File: src/rtl/sum_accumulator.sv
// Accumulates a bounded run of adder results into an 8-bit sum.
// Carry and overflow are sticky across the run.
module sum_accumulator #(
    parameter int unsigned MAX_OPS = 15
) (
    input  logic       clk,
    input  logic       rst_n,
    input  logic       start,
    input  logic [3:0] op_count,
    input  logic       in_valid,
    input  logic [7:0] in_result,
    input  logic       in_carry,
    input  logic       in_overflow,
    output logic       in_ready,
    output logic [7:0] acc,
    output logic       f_carry,
    output logic       f_overflow,
    output logic       f_negativo,
    output logic       f_zero,
    output logic       busy,
    output logic       done
);

    typedef enum logic [1:0] {
        IDLE,
        ACCUM,
        DONE
    } state_t;

    localparam logic [3:0] MAX_CNT = 4'(MAX_OPS);

    state_t     state;
    logic [3:0] remaining;
    logic [3:0] count_clamped;
    logic [8:0] sum9;
    logic       add_ovf;
    logic       xfer;

    assign count_clamped = (op_count > MAX_CNT) ? MAX_CNT : op_count;
    assign sum9          = {1'b0, acc} + {1'b0, in_result};
    assign add_ovf       = (acc[7] == in_result[7]) && (sum9[7] != acc[7]);
    assign xfer          = in_ready && in_valid;

    assign f_negativo = acc[7];
    assign f_zero     = (acc == 8'h00);

    always_ff @(posedge clk) begin
        if (!rst_n) begin
            state      <= IDLE;
            remaining  <= 4'd0;
            acc        <= 8'h00;
            f_carry    <= 1'b0;
            f_overflow <= 1'b0;
            in_ready   <= 1'b0;
            busy       <= 1'b0;
            done       <= 1'b0;
        end else begin
            unique case (state)
                IDLE: begin
                    if (start) begin
                        acc        <= 8'h00;
                        f_carry    <= 1'b0;
                        f_overflow <= 1'b0;
                        remaining  <= count_clamped;
                        busy       <= 1'b1;
                        // An empty run skips straight to the completion pulse
                        if (count_clamped == 4'd0) begin
                            state <= DONE;
                            done  <= 1'b1;
                        end else begin
                            state    <= ACCUM;
                            in_ready <= 1'b1;
                        end
                    end
                end
                ACCUM: begin
                    if (xfer) begin
                        acc        <= sum9[7:0];
                        f_carry    <= f_carry | in_carry | sum9[8];
                        f_overflow <= f_overflow | in_overflow | add_ovf;
                        remaining  <= remaining - 4'd1;
                        if (remaining == 4'd1) begin
                            state    <= DONE;
                            in_ready <= 1'b0;
                            done     <= 1'b1;
                        end
                    end
                end
                DONE: begin
                    state <= IDLE;
                    done  <= 1'b0;
                    busy  <= 1'b0;
                end
                default: begin
                    state    <= IDLE;
                    in_ready <= 1'b0;
                    done     <= 1'b0;
                    busy     <= 1'b0;
                end
            endcase
        end
    end

endmodule

File: config.mk
export PLATFORM = sky130hd
export DESIGN_NAME = sum_accumulator
export DESIGN_NICKNAME = d
export VERILOG_FILES = /design/src/rtl/sum_accumulator.sv
export SDC_FILE = /design/constraint.sdc
export NUM_CORES = 1
export LEC_CHECK = 0
export CAP_MARGIN = 10
export CORE_UTILIZATION = 43
export DETAILED_ROUTE_END_ITERATION = 16
export PLACE_DENSITY = 0.73
export SLEW_MARGIN = 10
export SYNTH_ARGS = -nofsm -noshare
export SYNTH_HDL_FRONTEND = slang
export SYNTH_SLANG_ARGS = --single-unit
File: constraint.sdc
create_clock -name clk -period 1.95 [get_ports clk]
set_clock_uncertainty 0.05 [all_clocks]
set_input_delay 0.39 -clock clk [delete_from_list [all_inputs] [get_ports clk]]
set_output_delay 0.39 -clock clk [all_outputs]
set_load 0.01 [all_outputs]
### Yosys cells after proc, flatten, opt, wreduce, memory -nomap -nowiden

Cells that the tools add are included.

| operators by class | value |
|---|---|
| add/subtract/negate cells | 2 |
| order comparisons | 1 |
| equality and inequality tests | 10 |
| multiplexer cells | 29 |
| bitwise gates (word level) | 6 |
| reduce and logical (&&, ||, !) cells | 11 |

Operators with widths:

| cell | count |
|---|---|
| $mux 8 | 2 |
| $pmux 8 s2 | 1 |
| $mux 1 | 12 |
| $mux 4 | 3 |
| $ne 2x2->1 const B | 5 |
| $add 8x8->9 | 1 |
| $logic_not 8->1 | 1 |
| $mux 2 | 4 |
| $pmux 1 s2 | 4 |
| $pmux 4 s2 | 1 |
| $reduce_and 3->1 | 2 |
| $reduce_and 5->1 | 1 |
| $eq 4x1->1 const B | 1 |
| $gt 4x4->1 const B | 1 |
| $logic_not 4->1 | 1 |
| $or 1x1->1 | 4 |
| $pmux 2 s2 | 1 |
| $reduce_and 4->1 | 1 |
| $sub 4x1->4 const B | 1 |
| $pmux 1 s3 | 1 |
| $eq 2x1->1 const B | 1 |
| $eq 2x2->1 const B | 1 |
| $logic_and 1x1->1 | 2 |
| $logic_not 2->1 | 1 |
| other kinds (5) | 6 |

| storage, ports and cells | value |
|---|---|
| flip-flop bits (word level) | 19 |
| input port bits | 18 |
| output and inout port bits | 15 |
| logic and storage cells | 67 |

### Depth between registers and ports, before layout

| depth | value |
|---|---|
| depth after elaboration | 6 |
| gate-level depth with buffers | 6 |
| mapped depth without buffers | 6 |

### Least setup slack after synthesis

OpenSTA, ideal clock, no wires.

| path | value |
|---|---|
| path kind | input -> register |
| start | input in_result[5] |
| end | register f_overflow |
| setup time | 0.116 ns |
| data arrival time | 1.705 ns |
| data required time | 1.784 ns |
| setup slack | 0.079 ns |
| stages | 5 |
| cells stage by stage | ha_1 > or2_4 > a21o_1 > a2111o_1 > and4_1 |

| on the way | value |
|---|---|
| word-level cells in the longest chain between the ends | 6 |

RTL lines:

| what | RTL line | text |
|---|---|---|
| start, declared | 11 | `input logic [7:0] in_result,` |
| $add 8x8->9 | 40 | `assign sum9 = {1'b0, acc} + {1'b0, in_result};` |
| $ne 1x1->1 | 41 | `assign add_ovf = (acc[7] == in_result[7]) && (sum9[7] != acc[7]);` |
| $logic_and 1x1->1 | 41 |  |
| $or 1x1->1 | 80 | `f_overflow <= f_overflow \| in_overflow \| add_ovf;` |
| $mux 1 | 77 | `if (xfer) begin` |
| $pmux 1 s2 | 58 | `unique case (state)` |
| end signal, assigned | 80 |  |
| end, declared | 17 | `output logic f_overflow,` |

No other way between the ends. The select of a mux whose other input is x is not followed.
A chain may end at the register's enable or synchronous reset.

### Worst setup path in the final report

Same ends and word-level chain as after synthesis.

==> results by stage <==
Die:
- The row count is 18.
- The die covers 2990 µm².
- For this configuration, the core starts out at a cell density of 0.470.
- The core region is 2540 µm².
- The die is 54.7 µm tall.
- The horizontal extent of the die is 54.7 µm.
- The boundary pin count is 33.

Place:
- Port buffering added 32 buffers.
- The routability congestion estimate is 0.833.
- The HPWL after detailed placement is 2540 µm.

Global route:
- The number of global-route vias before repair is ~1.2k.
- The initial antenna violation count is 0.
- The wire length of the first global-routing pass is 5310 µm.
- Global routing finished with a remaining overflow of 0.
- The pin count of the biggest net entering global routing is 12.
- In the global route stage, overall resource usage came out at 0.250.

STA:
- The period utilization is 0.974.
- Setup repair after global routing left no endpoint under its margin.
- The final count of pins violating max slew is 0.
- The count of final setup violators is 0.
- The clock period minus final worst setup slack is 1.90 ns.
- Across all hold checks on the routed design, the worst slack comes to 0.447 ns.
- The headroom to the max-slew limit is 0.711.
- The highest achievable clock rate is 0.527 GHz.
- The number of failing hold endpoints at the final stage is 0.
- The transition at the pin with the smallest max-transition slack is 0.429 ns.

Clocking:
- Hold repair after CTS inserted 0 buffers.
- TritonCTS built the clock tree.
- Counting every sink on the clock net gives 19.
- The number of clock buffers inserted by TritonCTS is 3.
- The H-tree depth reported by CTS is 1.
- The root buffer selected by CTS is sky130_fd_sc_hd__clkbuf_4.
- The clock latency of the later-clocked register in the worst-skew pair is 0.30 ns.
- Clock-pin slew was measured on the worst setup and hold paths at 0.11 ns.
- Counting along the longest clock path gives a buffer depth of 2.

Synth:
- The number of cells produced by synthesis is 140.
- The share of synthesized area occupied by flip-flops and latches is 0.318.
- The net count after synthesis is 169.
- The flop and latch count out of synthesis is 19.
- In this run the cell area of the synthesized design comes to 1190 µm².
- The count of flip-flops with a built-in enable after synthesis is 0.
- Averaged over all synthesized cells, the footprint is between 8 and 9 µm².
- The yosys synthesis warning count is 0.
- The most used flip-flop cell after synthesis is sky130_fd_sc_hd__dfxtp_1.
- The number of unique standard cell types used by synthesis is 45.
- After synthesis, the share of flip-flops with an asynchronous set or reset is 0.

Finish:
- The multi-input combinational cells in the finished layout cover a total of ~790 µm².
- Compared with the post-synthesis result, the final layout area differs by 49.1%.
- The final layout contains 227 nets.
- The core utilization of the finished layout is 0.700.
- The total inserted antenna cells is 0.
- Fill cells in the final layout number 204.
- The fraction of final layout cells with drive strength greater than 1 is 0.228.
- The sequential cell area in the final layout is 383 µm².

Worst setup path:
- On the critical path, the stage with the largest delay is an instance of sky130_fd_sc_hd__clkdlybuf4s50_1.
- The number of buffer and inverter stages on the critical path is 1.
- Of all nets on the critical path, the largest fanout is 2.
- The path type of the worst setup path is input pin to flip-flop.
- Across all register-to-register paths, the minimum setup slack is approximately 0.08 ns.
- The critical path goes through clkdlybuf4s50_1, ha_1, or2_4, a21o_1, a2111o_1, and4_1.
- The data required time of the worst path is 2.10 ns.
- The kind of cell with the highest combined delay along the critical path is compound AO/OA/AOI/OAI gates.
- The arrival time at the worst endpoint is 2.05 ns.
- The maximum cell stage delay along the critical path is 0.41 ns.
- The endpoint type of the worst setup path is a flip-flop.
- The worst setup path is launched from an input pin.

Detailed routing:
- In the routed design, unresolved DRC markers number 0.
- In this run the remaining antenna-violating nets after routing total 0.
- The number of iterations in the first detailed-routing pass is 4.
- The detail-routed via count per cell is 5.60.
- The total wire length is between 3000 and 4000 µm.
- For this block, the initial DRC count from the detailed router was 27.
- The routed layout has around 1.3k vias.
- The detailed-route wire length per cell is between 10 and 15 µm.

Run:
- The number of max-capacitance violations reported is 0.

Pwr:
- IR analysis of the VDD net gives a maximum drop of between 0.7 and 0.8 mV.
- The static power due to leakage is about 0.77 nW.
- The power density normalized to cell area is 490 nW/µm².

Run status:
- The run finished with clean final reports.

Min path:
- The min-delay analysis places its worst path in the category flip-flop to flip-flop.
[state kept, by name, indices dropped and copies added (netlist names)]
register,count
acc,8
f_overflow,1
state,2
remaining,4
f_carry,1
done,1
busy,1
in_ready,1
[stage by stage]
stage	std cells	TNS [ns]	area, µm²	power [mW]	setup slack (ns)
6_report	227	0	1780	0.872	0.0512
5_1_grt	227	0	1780	0.922	0.0153
4_1_cts	227	0	1790	0.883	0.000600
3_3_place_gp	221	-2.06	1710	0.665	-0.388
3_5_place_dp	221	-2.37	1710	0.674	-0.456
2_1_floorplan	140	0	1190	0.554	0.0788
[layout by cell type (no fill, tap or decap), types with 3 or more instances in the layout]
cell type / Yosys / layout
sky130_fd_sc_hd__nand2_1: 5 / 5
sky130_fd_sc_hd__ha_1: 10 / 8
sky130_fd_sc_hd__clkdlybuf4s50_1: 0 / 29
sky130_fd_sc_hd__a21oi_1: 9 / 9
sky130_fd_sc_hd__nand2b_1: 6 / 6
sky130_fd_sc_hd__nand3_1: 9 / 9
sky130_fd_sc_hd__clkbuf_4: 0 / 3
sky130_fd_sc_hd__inv_1: 5 / 5
sky130_fd_sc_hd__nor3_1: 3 / 3
sky130_fd_sc_hd__a21o_1: 4 / 4
sky130_fd_sc_hd__o21ai_0: 7 / 6
sky130_fd_sc_hd__dfxtp_1: 19 / 17
sky130_fd_sc_hd__nor2_1: 12 / 12
sky130_fd_sc_hd__buf_4: 1 / 28
sky130_fd_sc_hd__a211oi_1: 6 / 5
[cell type report]
class | count | share of cell area
clock buffers | 3 | 0.0126
clock inverters | 1 | 0.00281
inverters | 5 | 0.0105
multi-input cells | 109 | 0.445
flip-flops and latches | 19 | 0.215
well taps | 30 | 0.0211
repair buffers | 60 | 0.294
[cell usage after synthesis, types with 3 or more instances]
cell                        n  area [µm²]
sky130_fd_sc_hd__dfxtp_1   19         380
sky130_fd_sc_hd__ha_1      10         125
sky130_fd_sc_hd__nor2_1    12        45.0
sky130_fd_sc_hd__nor3_1     3        15.0
sky130_fd_sc_hd__nand2_1    5        18.8
sky130_fd_sc_hd__o21ai_0    7        35.0
sky130_fd_sc_hd__a21oi_1    9        45.0
sky130_fd_sc_hd__nand3_1    9        45.0
sky130_fd_sc_hd__inv_1      5        18.8
sky130_fd_sc_hd__clkbuf_1   3        11.3
sky130_fd_sc_hd__a21o_1     4        30.0
sky130_fd_sc_hd__a211oi_1   6        45.0
sky130_fd_sc_hd__nand2b_1   6        37.5
[where the power goes]
| group | switching (mW) | internal (mW) |
|---|---|---|
| registers | 0.0198 | 0.407 |
| clock network | 0.126 | 0.0764 |
| logic | 0.108 | 0.135 |
[path summary, 6_finish.rpt]
kind,start,to,depth (start not counted)
setup / recovery,in_result[5],f_overflow$_SDFFE_PN0P_,6
hold / removal,done$_SDFFE_PN0P_,done$_SDFFE_PN0P_,1
setup reg to reg,acc[0]$_SDFFE_PN0P_,acc[4]$_SDFFE_PN0P_,6
hold reg to reg,done$_SDFFE_PN0P_,done$_SDFFE_PN0P_,1
[what timing repair did]
action                                  CTS  global route
pin swaps                                10             1
endpoints found under the setup margin    6             2
resized for setup                        11             3
endpoints found under the hold margin     0             0
gates cloned                              0             0
setup buffers                             2             0
[metal layers]
metal	routed length (µm)	track usage
met5	0	0
met4	29	0.0470
met3	132	0.0639
met2	1520	0.420
met1	1550	0.321
[kinds of logic after synthesis]
family	after synthesis	share of synthesized area
compound gates	41	0.239
simple gates	52	0.240
flops	19	0.318
mux	1	0.00838
fa+ha+maj	11	0.121
buf+inv	12	0.0440
xor+xnor	4	0.0293
Power figures use the tool's default switching activity.
